<file path="src/rtl/approx_mult8_pkg.sv">
// approx_mult8_pkg
//   Shared widths and defaults for the approximate 8x8 multiplier.
//   IN_W            operand width
//   SUM_W           full product width (exact 8x8 product fits here)
//   OUT_W           saturated output width
//   OUT_MAX         saturation ceiling
//   APPROX_COLS_DEF default number of OR-reduced low-order columns
package approx_mult8_pkg;

    localparam int             IN_W            = 8;
    localparam int             SUM_W           = 2 * IN_W;
    localparam int             OUT_W           = 15;
    localparam logic [OUT_W-1:0] OUT_MAX       = 15'h7FFF;
    localparam int             APPROX_COLS_DEF = 6;

endpackage : approx_mult8_pkg

</file>
<file path="src/rtl/approx_mult8_core.sv">
// approx_mult8_core
//   Purely combinational approximate unsigned multiplier.
//   Partial-product columns below APPROX_COLS are ORed (no carries generated),
//   the remaining columns are summed exactly, and the result saturates to OUT_MAX.
// Ports:
//   num1  in  [IN_W-1:0]   operand A
//   num2  in  [IN_W-1:0]   operand B
//   prod  out [OUT_W-1:0]  approximate product, saturated
import approx_mult8_pkg::*;

module approx_mult8_core #(
    parameter int APPROX_COLS = APPROX_COLS_DEF
) (
    input  logic [IN_W-1:0]  num1,
    input  logic [IN_W-1:0]  num2,
    output logic [OUT_W-1:0] prod
);

    // Bits at or above APPROX_COLS belong to the exact (high) part.
    localparam logic [SUM_W-1:0] HI_MASK = {SUM_W{1'b1}} << APPROX_COLS;

    // Running sum of the high part and running OR of the low part, one step
    // per partial-product row. Separate unpacked elements keep each stage an
    // independent net.
    logic [SUM_W-1:0] acc_hi [IN_W+1];
    logic [SUM_W-1:0] acc_lo [IN_W+1];
    logic [SUM_W-1:0] approx;

    assign acc_hi[0] = '0;
    assign acc_lo[0] = '0;

    for (genvar r = 0; r < IN_W; r++) begin : g_row
        logic [SUM_W-1:0] row;

        // Row r holds pp[r][j] = num1[j] & num2[r] placed at weight r+j.
        assign row = {{(SUM_W-IN_W){1'b0}}, num1 & {IN_W{num2[r]}}} << r;

        assign acc_hi[r+1] = acc_hi[r] + (row & HI_MASK);
        // ORing whole rows at the same weights is the per-column OR.
        assign acc_lo[r+1] = acc_lo[r] | (row & ~HI_MASK);
    end

    // High part is a multiple of 2**APPROX_COLS, so OR merges without overlap.
    assign approx = acc_hi[IN_W] | acc_lo[IN_W];

    assign prod = (approx > {1'b0, OUT_MAX}) ? OUT_MAX : approx[OUT_W-1:0];

endmodule : approx_mult8_core

</file>
<file path="src/rtl/approx_mult8.sv">
// approx_mult8
//   Registered 8x8 unsigned approximate multiplier, 1-cycle latency,
//   one operand pair accepted per cycle, no backpressure.
// Ports:
//   clk        in   rising-edge clock
//   rst_n      in   asynchronous active-low reset
//   in_valid   in   operands valid this cycle
//   num1       in   [7:0]  operand A
//   num2       in   [7:0]  operand B
//   out_valid  out  prod holds a result from the previous cycle
//   prod       out  [14:0] approximate product, saturated; held when idle
import approx_mult8_pkg::*;

module approx_mult8 #(
    parameter int APPROX_COLS = APPROX_COLS_DEF
) (
    input  logic             clk,
    input  logic             rst_n,
    input  logic             in_valid,
    input  logic [IN_W-1:0]  num1,
    input  logic [IN_W-1:0]  num2,
    output logic             out_valid,
    output logic [OUT_W-1:0] prod
);

    logic [OUT_W-1:0] prod_next;

    approx_mult8_core #(
        .APPROX_COLS (APPROX_COLS)
    ) u_core (
        .num1 (num1),
        .num2 (num2),
        .prod (prod_next)
    );

    always_ff @(posedge clk or negedge rst_n) begin
        if (!rst_n) begin
            out_valid <= 1'b0;
            prod      <= '0;
        end else begin
            out_valid <= in_valid;
            if (in_valid) begin
                prod <= prod_next;
            end
        end
    end

endmodule : approx_mult8

</file>
<file path="config.mk">
export PLATFORM = sky130hd
export DESIGN_NAME = approx_mult8
export DESIGN_NICKNAME = d
export VERILOG_FILES = /design/src/rtl/approx_mult8_pkg.sv /design/src/rtl/approx_mult8_core.sv /design/src/rtl/approx_mult8.sv
export SDC_FILE = /design/constraint.sdc
export NUM_CORES = 1
export LEC_CHECK = 0
export ABC_AREA = 1
export BUFFER_PORTS_ARGS = -buffer_cell sky130_fd_sc_hd__buf_2
export CORE_UTILIZATION = 56
export DETAILED_ROUTE_END_ITERATION = 10
export GPL_ROUTABILITY_DRIVEN = 1
export PLACE_DENSITY = 0.79
export SLEW_MARGIN = 30
export SYNTH_ARGS = -nofsm -noshare
export SYNTH_HDL_FRONTEND = slang
export SYNTH_HIERARCHICAL = 1
export SYNTH_SLANG_ARGS = --single-unit
</file>
<file path="constraint.sdc">
create_clock -name clk -period 1.4 [get_ports clk]
set_input_delay 0.07 -clock clk [delete_from_list [all_inputs] [get_ports clk]]
set_output_delay 0.07 -clock clk [all_outputs]
set_load 0.01 [all_outputs]
</file>
==> impl_table.tex, run 1 <==
\begin{tabular}{lr}
\hline
Metric & Value \\
\hline
\multicolumn{2}{l}{\textbf{GRT}} \\
Overflow left after global routing & 0 \\
Via count of the first global-routing pass & 2171 \\
Wire length of the first global-routing pass & approximately 9200 um \\
Number of antenna violations at the first check in global routing & 0 \\
Largest net degree at the start of global routing & 18 \\
Total global-route track usage & 0.2747 \\
\multicolumn{2}{l}{\textbf{Yosys}} \\
Top FF cell, synth & dfrtp\_1 \\
Synthesized cell area & 2326 um\^{}2 \\
Top cells by area, synth & fa\_1, nand2\_1, dfrtp\_1 \\
Fraction of post-synthesis cell area in the top cell type by area & 0.2066 \\
Avg Synthesized Cell Area & 7.157 um\^{}2 \\
Count of different cell masters after synthesis & 24 \\
Asr flop ratio synth & 1.000 \\
Count of flip-flops with a built-in enable after synthesis & 0 \\
Largest area contributor in the netlist & fa\_1 \\
Number of nets in the synthesized netlist & about 400 \\
Sequential element share of the synthesized area & 0.1721 \\
Leading cell type by number of instances after synthesis & nand2\_1 \\
Yosys warning count & 6 \\
List of most frequent post-synthesis cells & nand2\_1, inv\_1, fa\_1 \\
Count of mapped cells out of synthesis & approximately 330 \\
Register bit total from synthesis & 16 \\
\multicolumn{2}{l}{\textbf{STA}} \\
Maximum operating frequency & 211.8 MHz \\
Headroom to the max-slew limit & 0.7473 \\
Final period demand of the worst path & 4721 ps \\
Final-report setup violation count & 15 \\
Worst clock skew on the final layout & 0 ps \\
Max-slew violations & 0 \\
Hold Vio Cnt, Final & 0 \\
Worst hold margin & 134.5 ps \\
Setup slack after layout & -3321 ps \\
Actual slew at the worst max-slew pin & 379.0 ps \\
Final period utilization & 3.372 \\
Unrepaired setup endpoints after global routing & yes \\
\multicolumn{2}{l}{\textbf{Placed design}} \\
Number of instances in the placed design & approximately 430 \\
Final Wtd Congestion & 0.8899 \\
Buffers added on ports & 34 \\
Cell Area, Placed & $\sim$2800 um\^{}2 \\
Post-DP HPWL & 4094 um \\
\multicolumn{2}{l}{\textbf{Route}} \\
Per-cell via count in the routed design & 5.180 \\
Number of detailed-routing iterations run before antenna repair & 7 \\
Initial drt markers & 132 \\
Remaining antenna violation count & 0 \\
Wire length reported by the detailed router & 6087 um \\
WL per Instance & 14.06 um \\
Total number of vias & 2243 \\
DRC errors left & 2 \\
\multicolumn{2}{l}{\textbf{Layout}} \\
Share of the core filled with cells & 0.7767 \\
Signed area change from the synthesized netlist to the final layout & 33.57\% \\
Non-filler cells, final & 433 \\
FF+latch area & 400.4 um\^{}2 \\
ANT cells & 0 \\
Net count, final & about 450 \\
Fraction of layout cells with a size suffix above 1 & 0.3577 \\
Number of filler instances in the final layout & 252 \\
Post-route design area & 3107 um\^{}2 \\
Multi-input gate area & 1818 um\^{}2 \\
\multicolumn{2}{l}{\textbf{Pwr}} \\
Power, Total & 4663 uW \\
Power per cell area & 1501 nW/um\^{}2 \\
Leak & 0.001895 uW \\
Peak ir drop on the vdd network & about 1200 uV \\
\multicolumn{2}{l}{\textbf{Floorplanning}} \\
Die extent in x & 66.45 um \\
Effective utilization at floorplan & 0.5815 \\
Core area & 4000 um\^{}2 \\
Std-Cell Rows & 23 \\
Total I/O pin count & 35 \\
Full die area & 4415 um\^{}2 \\
Die Y-Extent & around 66 um \\
\multicolumn{2}{l}{\textbf{Clocking}} \\
Clock sink count & 16 \\
Total CTS buffers & 3 \\
Clock latency on the worst-skew pair & roughly 250 ps \\
Root buf cell & clkbuf\_8 \\
Number of levels the H-tree was split into & 1 \\
Clock Pin Slew Worst Setup and Hold Paths & 70 ps \\
CTS tree & done \\
Max Root-Sink Buffers & 2 \\
\multicolumn{2}{l}{\textbf{Setup path}} \\
Highest fanout seen on the critical path & 8 \\
Worst reg2reg setup slack & 730 ps \\
Endpoint kind of the worst setup timing path & flip-flop \\
Path type of the worst setup path & in2reg \\
R2R cell count & 2 \\
Arrival time at the worst endpoint & roughly 4900 ps \\
CP Launch Type & input port \\
Critical path required time & about 1600 ps \\
\multicolumn{2}{l}{\textbf{Status}} \\
Violations in the final reports & DRC, setup timing \\
Result of the run & finished with violations \\
\multicolumn{2}{l}{\textbf{Flow run}} \\
Total of max-cap violations & 0 \\
\multicolumn{2}{l}{\textbf{Hold path}} \\
Worst hold path class & in2reg \\
Hold-critical path depth & 1 \\
\hline
\end{tabular}
[per-stage QoR]
stage          worst slack [ps]  setup TNS, ps
2_1_floorplan             -3400         -50370
3_3_place_gp              -3506         -52410
3_5_place_dp              -3632         -54090
4_1_cts                   -3229         -47800
5_1_grt                   -3438         -50910
6_report                  -3321         -49120
[timing repair]
action,4_1_cts,5_1_grt
endpoints found under the setup margin,15,15
hold buffers,1,0
endpoints found under the hold margin,16,0
pin swaps,21,18
resized for setup,21,29
setup buffers,1,0
gates cloned,1,0
[cells in the final DEF, fill, tap and decap left out, drive strengths merged]
master and n:
a211oi 1, a21oi 6, a221oi 1, a22o 1
buf 72, clkbuf 4, dfrtp 16, dlygate4sd3 1
fa 24, ha 22, inv 69, nand2 145
nand3 7, nand3b 2, nand4 1, nor2 3
or2 2, xnor2 1, xor2 5
[final timing paths]
path | start | to
worst max-delay path | num2[0] | prod[14]
worst min-delay path | in_valid | out_valid
worst max register to register | prod[14] | prod[14]
worst min register to register | prod[8] | prod[8]
max in group asynchronous | rst_n | prod[7]
min in group asynchronous | rst_n | prod[9]
[layout make-up]
| type | instances | share of cell area |
|---|---|---|
| multi-input cells | 221 | 0.5852 |
| repair buffers | 73 | 0.1631 |
| flip-flops and latches | 16 | 0.1289 |
| inverters | 69 | 0.08498 |
| well taps | 50 | 0.02014 |
| clock buffers | 4 | 0.01772 |
[state kept, by name, summed over array words and instances (netlist names)]
| signal | cells |
|---|---|
| prod | 15 |
| out_valid | 1 |
[per-layer routing]
| layer | global-route usage | vias to the layer above | wire (um) |
|---|---|---|---|
| met1 | 0.3421 | 1072 | 2411 |
| met5 | 0 | - | 0 |
| met4 | 0.09840 | 0 | 146 |
| li1 | - | 1056 | - |
| met2 | 0.4796 | 98 | 3161 |
| met3 | 0.03966 | 17 | 368 |
[critical path, stage by stage]
cell and delay (ps):
buf_2 130, nand2_1 70, inv_1 50, fa_1 480
inv_1 50, fa_1 490, inv_2 50, ha_4 160
fa_2 400, nand3_2 80, nand2_2 60, xor2_2 150
fa_1 450, fa_1 500, inv_1 50, fa_1 500
inv_2 50, ha_4 160, nand2_2 60, nand2_2 80
a21oi_4 240, nand3_4 180, nand2_8 160, nand2_1 80
nand2_1 90, nand2_1 50
[power breakdown]
part	total, uW	switching (uW)	internal, uW
Clock	424	174	250
Combinational	3520	1930	1590
Sequential	715	97.8	617
[logic make-up after synthesis]
| kind of cell | synth area share |
|---|---|
| XOR/XNOR | 0.02259 |
| AO/OA/AOI/OAI | 0.02367 |
| adder cells (fa/ha/maj) | 0.3249 |
| flip-flops | 0.1721 |
| buffers and inverters | 0.1662 |
| AND/OR/NAND/NOR | 0.2905 |
No activity file was read; power rests on OpenSTA's default activity.
==> run 2, diff against run 1 <==
--- a/config.mk
+++ b/config.mk
@@ -7,10 +7,12 @@
 export LEC_CHECK = 0
 export ABC_AREA = 1
 export BUFFER_PORTS_ARGS = -buffer_cell sky130_fd_sc_hd__buf_2
-export CORE_UTILIZATION = 56
+export CELL_PAD_IN_SITES_DETAIL_PLACEMENT = 1
+export CELL_PAD_IN_SITES_GLOBAL_PLACEMENT = 2
+export CORE_UTILIZATION = 35
 export DETAILED_ROUTE_END_ITERATION = 10
 export GPL_ROUTABILITY_DRIVEN = 1
-export PLACE_DENSITY = 0.79
+export PLACE_DENSITY_LB_ADDON = 0.1
 export SLEW_MARGIN = 30
 export SYNTH_ARGS = -nofsm -noshare
 export SYNTH_HDL_FRONTEND = slang
==> impl_table.tex, run 2 (synthesis results as in run 1) <==
\begin{tabular}{lr}
\hline
Metric & Value \\
\hline
\multicolumn{2}{l}{\textbf{Status}} \\
Result of the run & finished with violations \\
Violations in the final reports & setup timing \\
\multicolumn{2}{l}{\textbf{Layout}} \\
Net count, final & 449 \\
Most used cells in the layout excluding fill and tap cells & nand2\_1, inv\_1, buf\_4, buf\_2 \\
Number of filler instances in the final layout & 817 \\
Post-route design area & 3075 um\^{}2 \\
Largest register FFs & 15 \\
Fraction of layout cells with a size suffix above 1 & 0.3420 \\
Registers with the highest flip-flop counts & prod: 15 flops, out\_valid: 1 flops \\
Non-filler cells, final & between 400 and 500 \\
Register with the highest flop count & prod \\
Most frequent standard cell in the layout excluding fill and tap cells & nand2\_1 \\
Share of the core filled with cells & 0.4816 \\
Signed area change from the synthesized netlist to the final layout & 32.22\% \\
ANT cells & 0 \\
\multicolumn{2}{l}{\textbf{Setup path}} \\
CP Launch Type & input port \\
R2R cell count & 2 \\
Path type of the worst setup path & in2reg \\
Endpoint kind of the worst setup timing path & flip-flop \\
Critical path required time & 1550 ps \\
Arrival time at the worst endpoint & around 4800 ps \\
Highest fanout seen on the critical path & 8 \\
\multicolumn{2}{l}{\textbf{Floorplanning}} \\
Die Y-Extent & 83.52 um \\
Total I/O pin count & 35 \\
Die extent in x & 83.52 um \\
Full die area & 6976 um\^{}2 \\
Effective utilization at floorplan & 0.3642 \\
Std-Cell Rows & 29 \\
Core area & roughly 6400 um\^{}2 \\
\multicolumn{2}{l}{\textbf{STA}} \\
Final-report setup violation count & 15 \\
Unrepaired setup endpoints after global routing & yes \\
Hold Vio Cnt, Final & 0 \\
Setup slack after layout & -3234 ps \\
Final period demand of the worst path & 4634 ps \\
Max-slew violations & 0 \\
Setup tns final & -48140 ps \\
Actual slew at the worst max-slew pin & 375.7 ps \\
Worst clock skew on the final layout & 0 ps \\
Final period utilization & 3.310 \\
Headroom to the max-slew limit & 0.7480 \\
Maximum operating frequency & about 220 MHz \\
\multicolumn{2}{l}{\textbf{Route}} \\
Wire length reported by the detailed router & 5667 um \\
Initial drt markers & 45 \\
Remaining antenna violation count & 0 \\
Total number of vias & 2076 \\
Number of detailed-routing iterations run before antenna repair & 4 \\
Per-cell via count in the routed design & 4.513 \\
WL per Instance & 12.32 um \\
DRC errors left & 0 \\
\multicolumn{2}{l}{\textbf{Pwr}} \\
Leak & 0.001882 uW \\
Power, Total & about 4300 uW \\
Power per cell area & around 1400 nW/um\^{}2 \\
Peak ir drop on the vdd network & 787.4 uV \\
\multicolumn{2}{l}{\textbf{Hold path}} \\
Hold-critical path depth & 1 \\
Worst hold path class & in2reg \\
\multicolumn{2}{l}{\textbf{GRT}} \\
Wire length of the first global-routing pass & 10550 um \\
Overflow left after global routing & 0 \\
Via count of the first global-routing pass & 2253 \\
Number of antenna violations at the first check in global routing & 0 \\
Largest net degree at the start of global routing & 18 \\
Total global-route track usage & 0.1869 \\
\multicolumn{2}{l}{\textbf{Placed design}} \\
Final Wtd Congestion & 0.7602 \\
Cell Area, Placed & 2790 um\^{}2 \\
Number of instances in the placed design & 452 \\
Post-DP HPWL & $\sim$4800 um \\
Buffers added on ports & 34 \\
\multicolumn{2}{l}{\textbf{Clocking}} \\
Clock sink count & 16 \\
Clock Pin Slew Worst Setup and Hold Paths & 60 ps \\
Total CTS buffers & 3 \\
CTS tree & done \\
Max Root-Sink Buffers & 2 \\
Clock latency on the worst-skew pair & between 200 and 300 ps \\
Number of levels the H-tree was split into & 1 \\
Root buf cell & clkbuf\_8 \\
\multicolumn{2}{l}{\textbf{Flow run}} \\
Total of max-cap violations & 0 \\
\hline
\end{tabular}
-- run 2: final timing paths --
path                       startpoint         to  slack (ps)
min in group asynchronous       rst_n    prod[7]         260
max in group asynchronous       rst_n   prod[11]         870
setup / recovery              num2[2]    prod[0]       -3230
hold / removal               in_valid  out_valid         120
setup reg to reg             prod[13]   prod[13]         790
hold reg to reg               prod[7]    prod[7]         470
-- run 2: critical path, stage by stage --
cell and delay, ps:
buf_8 100, nand2_4 50, inv_2 30, fa_1 540
inv_2 40, fa_1 480, inv_2 50, ha_4 150
fa_2 390, nand3_2 80, nand2_2 60, xor2_2 180
fa_1 440, fa_1 510, inv_2 40, fa_1 480
inv_2 50, ha_4 280, nand2_4 50, nor2_4 100
nand3_4 110, nand2_4 100, nand2_8 80, nand2_8 110
nand2_1 70, nand2_1 70, nand2_1 50
-- run 2: per-stage QoR --
stage | hold WS [ps] | setup WS (ps)
6_report | 122.1 | -3234
2_1_floorplan | -225.6 | -3400
3_5_place_dp | 10.53 | -3659
3_3_place_gp | 5.997 | -3569
4_1_cts | 120.1 | -3194
5_1_grt | 132.0 | -3429
-- run 2: per-layer routing --
metal | GRT usage | share of wire
met2 | 0.3077 | 0.46
met4 | 0.02311 | 0.0060
met1 | 0.2673 | 0.51
met5 | 0 | 0
met3 | 0.02868 | 0.019
-- run 2: layout make-up --
| class | count | area, um^2 | share of cell area |
|---|---|---|---|
| multi-input combinational | 221 | 1763 | 0.5732 |
| timing repair buffer | 73 | 496.7 | 0.1615 |
| sequential | 16 | 400.4 | 0.1302 |
| inverter | 69 | 264.0 | 0.08584 |
| tap | 77 | 96.34 | 0.03133 |
| clock buffer | 4 | 55.05 | 0.01790 |
-- run 2: power breakdown --
group          internal [uW]  switching [uW]  leakage, uW
clock network            250             164    0.0000288
registers                617            77.9     0.000192
logic                   1480            1670      0.00166
total                   2350            1910      0.00188
-- run 2: timing repair --
item	in CTS	in global routing
setup endpoints to repair	15	15
buffers inserted	0	2
pin swaps	22	10
hold buffers	1	0
gates cloned	1	0
hold endpoints to repair	16	0
resized for setup	26	19
